### config.mk
export PLATFORM = sky130hd
export DESIGN_NAME = producer_line_packer
export DESIGN_NICKNAME = d
export VERILOG_FILES = /design/src/rtl/producer_line_packer_pkg.sv /design/src/rtl/producer_line_packer_id_counter.sv /design/src/rtl/producer_line_packer.sv
export SDC_FILE = /design/constraint.sdc
export NUM_CORES = 2
export LEC_CHECK = 0
export CORE_ASPECT_RATIO = 1.1
export CORE_MARGIN = 3
export CORE_UTILIZATION = 44
export CTS_BUF_LIST = sky130_fd_sc_hd__clkbuf_16
export CTS_CLUSTER_DIAMETER = 120
export CTS_CLUSTER_SIZE = 8
export DETAILED_ROUTE_END_ITERATION = 10
export DONT_BUFFER_PORTS = 1
export GPL_ROUTABILITY_DRIVEN = 0
export GPL_TIMING_DRIVEN = 0
export PLACE_DENSITY_LB_ADDON = 0.08
export SETUP_SLACK_MARGIN = 0.5
export SLEW_MARGIN = 20
export SYNTH_ARGS = -nofsm -noshare
export SYNTH_HDL_FRONTEND = slang
export SYNTH_SLANG_ARGS = --single-unit
### constraint.sdc
create_clock -name clk_i -period 60.8 [get_ports clk_i]
set_input_delay 12.16 -clock clk_i [delete_from_list [all_inputs] [get_ports clk_i]]
set_output_delay 12.16 -clock clk_i [all_outputs]
set_load 0.01 [all_outputs]
### src/rtl/producer_line_packer_pkg.sv
// Producer transaction types plus the word-packing constants used by the line packer.
package producer_line_packer_pkg;

   localparam int LINE_WIDTH     = 512;
   localparam int ID_WIDTH       = 4;
   localparam int WORD_WIDTH     = 64;
   localparam int WORDS_PER_LINE = LINE_WIDTH / WORD_WIDTH;
   localparam int CNT_WIDTH      = $clog2(WORDS_PER_LINE + 1);

   typedef logic [LINE_WIDTH-1:0] data_t;
   typedef logic [ID_WIDTH-1:0]   id_t;
   typedef logic [WORD_WIDTH-1:0] word_t;
   typedef logic [CNT_WIDTH-1:0]  cnt_t;

   // Fill index of the word that completes a line, and the word count of a full line.
   localparam cnt_t LAST_IDX = cnt_t'(WORDS_PER_LINE - 1);
   localparam cnt_t FULL_CNT = cnt_t'(WORDS_PER_LINE);

endpackage

### src/rtl/producer_line_packer_id_counter.sv
// Wrapping transaction-id counter; advances by one whenever inc_i is high.
module producer_id_counter
   import producer_line_packer_pkg::*;
(
   input  logic clk_i,
   input  logic rst_i,
   input  logic inc_i,
   output id_t  id_o
);

   id_t id_q;
   id_t id_d;

   // Next id: natural wrap from all-ones back to zero.
   always_comb begin
      id_d = id_q;
      if (inc_i) id_d = id_q + id_t'(1);
   end

   // Id register.
   always_ff @(posedge clk_i or posedge rst_i) begin
      if (rst_i) id_q <= '0;
      else       id_q <= id_d;
   end

   assign id_o = id_q;

endmodule

### src/rtl/producer_line_packer.sv
// Packs narrow accelerator words into full producer lines with a transaction id.
// One fill buffer collects words; one output register presents the finished line.
module producer_line_packer
   import producer_line_packer_pkg::*;
(
   input  logic  clk_i,
   input  logic  rst_i,
   input  logic  word_valid_i,
   output logic  word_ready_o,
   input  word_t word_data_i,
   input  logic  flush_i,
   output logic  line_valid_o,
   input  logic  line_ready_i,
   output data_t line_data_o,
   output id_t   line_id_o,
   output cnt_t  line_count_o,
   output logic  idle_o
);

   cnt_t  fill_idx_q,   fill_idx_d;
   data_t fill_buf_q,   fill_buf_d;
   logic  flush_pend_q, flush_pend_d;
   logic  line_valid_q, line_valid_d;
   data_t line_data_q,  line_data_d;
   id_t   line_id_q,    line_id_d;
   cnt_t  line_count_q, line_count_d;

   logic  out_free;
   logic  ready;
   logic  accept;
   logic  last_word;
   logic  flush_xfer;
   logic  xfer;
   data_t merged;
   id_t   id_cur;

   // Handshake decode: ready never looks at word_valid_i; a pending flush blocks new words.
   always_comb begin
      out_free   = !line_valid_q || line_ready_i;
      ready      = !flush_pend_q && ((fill_idx_q != LAST_IDX) || out_free);
      accept     = word_valid_i && ready;
      last_word  = accept && (fill_idx_q == LAST_IDX);
      flush_xfer = flush_pend_q && out_free;
      xfer       = last_word || flush_xfer;
   end

   // Fill buffer with this cycle's accepted word dropped into its slot.
   always_comb begin
      merged = fill_buf_q;
      for (int k = 0; k < WORDS_PER_LINE; k++) begin
         if (accept && (fill_idx_q == cnt_t'(k))) merged[k*WORD_WIDTH +: WORD_WIDTH] = word_data_i;
      end
   end

   // Next state for fill side, flush tracking and output register.
   always_comb begin
      fill_idx_d   = fill_idx_q;
      fill_buf_d   = fill_buf_q;
      flush_pend_d = flush_pend_q;
      line_valid_d = line_valid_q;
      line_data_d  = line_data_q;
      line_id_d    = line_id_q;
      line_count_d = line_count_q;

      if (xfer) begin
         // A full line takes the merged buffer; a flushed line takes what was held,
         // whose unfilled slots are already zero because the buffer clears on transfer.
         line_valid_d = 1'b1;
         line_data_d  = last_word ? merged : fill_buf_q;
         line_count_d = last_word ? FULL_CNT : fill_idx_q;
         line_id_d    = id_cur;
         fill_idx_d   = '0;
         fill_buf_d   = '0;
      end else begin
         if (accept) begin
            fill_buf_d = merged;
            fill_idx_d = fill_idx_q + cnt_t'(1);
         end
         if (line_valid_q && line_ready_i) line_valid_d = 1'b0;
      end

      // A flush landing on the completing word is already satisfied by that full line;
      // a flush with nothing held and nothing arriving is dropped.
      if (flush_xfer) begin
         flush_pend_d = 1'b0;
      end else if (flush_i && !last_word && ((fill_idx_q != '0) || accept)) begin
         flush_pend_d = 1'b1;
      end
   end

   // State registers; reset discards any partial line.
   always_ff @(posedge clk_i or posedge rst_i) begin
      if (rst_i) begin
         fill_idx_q   <= '0;
         fill_buf_q   <= '0;
         flush_pend_q <= 1'b0;
         line_valid_q <= 1'b0;
         line_data_q  <= '0;
         line_id_q    <= '0;
         line_count_q <= '0;
      end else begin
         fill_idx_q   <= fill_idx_d;
         fill_buf_q   <= fill_buf_d;
         flush_pend_q <= flush_pend_d;
         line_valid_q <= line_valid_d;
         line_data_q  <= line_data_d;
         line_id_q    <= line_id_d;
         line_count_q <= line_count_d;
      end
   end

   producer_id_counter u_id_counter (
      .clk_i (clk_i),
      .rst_i (rst_i),
      .inc_i (xfer),
      .id_o  (id_cur)
   );

   assign word_ready_o = ready;
   assign line_valid_o = line_valid_q;
   assign line_data_o  = line_data_q;
   assign line_id_o    = line_id_q;
   assign line_count_o = line_count_q;
   assign idle_o       = (fill_idx_q == '0) && !line_valid_q && !flush_pend_q;

endmodule

==> flow_metrics.tcl <==
set metrics [dict create \
    status "finished, final reports clean" \
    post-route-min-period_ns 24.88 \
    setup_viol 0 \
    finalSetupTns_ns 0 \
    yosys.area.top_type "dfrtp_1" \
    relSlewSlack_pct 33.00 \
    seq_area_frac_synth_pct 63.98 \
    min_from "fill_buf_q[255]" \
    crit_arrival_ns 12.72 \
    fin_nets 4069 \
    path_cells "nor2b_1, buf_2, a21oi_1" \
    ctsHoldBuffers 0 \
    io_buffers 0 \
    max_freq_mhz 40.19 \
    p_comb_share_pct 23.1 \
    synth.distinct_cells 40 \
    drive_gt1_share_pct 8.337 \
    rr_startpoint "fill_idx_q[0]" \
    report.final.slew_viol_count 0 \
    pwr-share-clk_pct 33.0 \
    vias 29415 \
    antenna_left 0 \
    synth_cells 3828 \
    cts.sinks 1042 \
    p_leak_nw 23.01 \
    whs_ns 0.4605 \
    p_sw_share_pct 37.46 \
    grt_max_degree 103 \
    synth-main-ff-cell "dfrtp_1" \
    dp.final_hpwl_um 105400 \
    irDropWorstVdd_mv 0.02526 \
    synth-edff-count 0 \
    worstPathMaxFanout 8 \
    timing.critical_path.buf_inv 1 \
    root_buffer "clkbuf_16" \
    crit_path_end_kind "output pin" \
    fill_cells 8400 \
    worst_path_largest_cell_delay_ns 0.37 \
    cp-start-kind "input pin" \
    start_util_pct 44.57 \
    worstSetupPathType "in -> out" \
    synth_area_per_cell_sq_um 10.65 \
    syn2layout_area_growth_pct 14.48 \
    vias_per_cell 5.669 \
    finalCritPeriodShare_pct 40.92 \
    yosysMostFrequentCell "nand2_1" \
    rows 116 \
    core_region_area_sq_um 91440 \
    chipWidth_um 296.2 \
    clk_latency_ns 0.72 \
    synth_area_leaders "dfrtp_1 (64%), nand2_1 (12%), a22o_1 (7.2%)" \
    final-hold-violation-count 0 \
    drtIter0Drc 2384 \
    crit_start "line_ready_i" \
    cts_buffers 148 \
    rsz0062_at_grt "false" \
    yosys_warnings 0 \
    clkTransAtPathRegs_ns 0.05 \
    die_h_um 325.2 \
    synthArstFlopShare_pct 100.0 \
    synthTopCellsByCount "nand2_1 (1353), dfrtp_1 (1042), o21ai_0 (379)" \
    tightest_slew_ns 1.005 \
    power_density_nw_per_um2 47.71 \
    track_usage_pct 30.96 \
    synth-seq-cells 1042 \
    cpLargestDelayFamily "compound AO/OA/AOI/OAI gates" \
    syn-num-nets 3902 \
    min_path_type "reg -> reg" \
    intPower_mw 1.392 \
    cap_violations 0 \
    synth.top_cell.area_share_pct 63.98 \
    skew_ns 0.01817 \
    grt_pass1_wl_um 215400 \
    cts_tree "built" \
    netlist_area_sq_um 40760 \
    cpMaxStageDelayCell "a21oi_1" \
    wl_um 149700 \
    cp.required_ns 48.64 \
    io_pins 592 \
    ctsResizeCount 0 \
    grt_overflow_total 0 \
    antenna_found_initial 5 \
    drc 0 \
    first_global_vias 29564 \
    h-tree-depth 4 \
    dieArea_sq_um 96320 \
    sequentialPowerShare_pct 43.9 \
    switchingPower_mw 0.8338 \
    wire_per_inst_um 28.84 \
    firstDrtPassIters 7 \
    post_cts.repair.setup_buffers 0 \
    clockBufferDepth 3 \
]
-- state kept, by name, summed over array words and instances, names as in the netlist --
register           count
fill_buf_q           512
line_data_o          512
fill_idx_q             4
line_count_o           4
line_id_o              4
u_id_counter.id_o      4
flush_pend_q           1
line_valid_o           1
-- per-stage QoR --
step,area [sq um],utilization [%],worst slack (ns),instances,total power [mW]
finish,46660,51.03,35.92,5189,2.226
global route,46650,51.02,35.91,5186,2.328
CTS,46650,51.02,35.91,5186,2.244
detailed placement,42700,46.70,35.91,5025,1.504
global placement,42230,46.19,6.497,5008,1.491
floorplan,40760,-,19.31,3828,1.240
-- power groups by stage --
stage | sequential, mW | clock (mW) | combinational, mW
floorplan | 0.942 | 0 | 0.299
global placement | 0.988 | 0 | 0.503
detailed placement | 0.986 | 0 | 0.518
CTS | 0.977 | 0.748 | 0.519
global route | 0.991 | 0.774 | 0.563
finish | 0.977 | 0.735 | 0.515
-- worst register-to-register path: cells and delay by family, from the launching register on --
kind	cells	cell delay, ns
buffers and inverters	5	2.21
flip-flops	1	0.42
AND/OR/NAND/NOR	3	0.39
adder cells (fa/ha/maj)	1	0.31
AO/OA/AOI/OAI	1	0.15
-- cell families after synthesis --
family                     synth area share, %
muxes                                    4.452
AOI/OAI and AO/OA                        13.42
buffers and inverters                    3.914
adders and majority gates               0.1535
DFF                                      63.98
and+or+nand+nor                          13.99
xor gates and xnor gates               0.08598
-- placed cells by master (no fill, tap or decap), types with 4 or more instances in the layout --
cell type	count
nand2_1	1353
dfrtp_1	1042
o21ai_0	379
a22o_1	333
mux2i_1	179
clkbuf_1	175
clkbuf_16	152
buf_2	108
a21o_1	77
and2_1	71
buf_4	21
buf_1	17
buf_16	15
buf_6	12
inv_1	6
nor3_1	5
ha_1	5
nand3_1	4
clkinv_8	4
-- layout make-up --
class / count / area (sq um) / area share [%]
Buffer: 336 / 1569 / 3.363
Clock inverter: 9 / 141.4 / 0.3030
Sequential cell: 1042 / 26080 / 55.89
Multi-Input combinational cell: 2442 / 13100 / 28.09
Timing Repair Buffer: 17 / 442.9 / 0.9493
Clock buffer: 152 / 3804 / 8.152
Antenna cell: 3 / 7.507 / 0.01609
Tap cell: 1180 / 1476 / 3.164
Inverter: 8 / 37.54 / 0.08045
-- layer usage --
layer / share of wire [%] / global-route usage (%) / up-vias
li1: - / - / 13020
met1: 40 / 39.31 / 15145
met2: 47 / 49.88 / 1026
met3: 9.1 / 10.19 / 224
met4: 3.4 / 10.41 / 0
met5: 0 / 0 / -
-- final timing paths --
path | endpoint | slack (ns) | cells after the start
max | word_ready_o | 35.92 | 3
min | line_data_o[255] | 0.46 | 2
max reg2reg | line_data_o[32] | 57.25 | 10
min reg2reg | line_data_o[255] | 0.46 | 2
max in group asynchronous | line_data_o[229] | 47.23 | 6
min in group asynchronous | line_id_o[3] | 11.27 | 1
(Power assumes the default switching activity.)
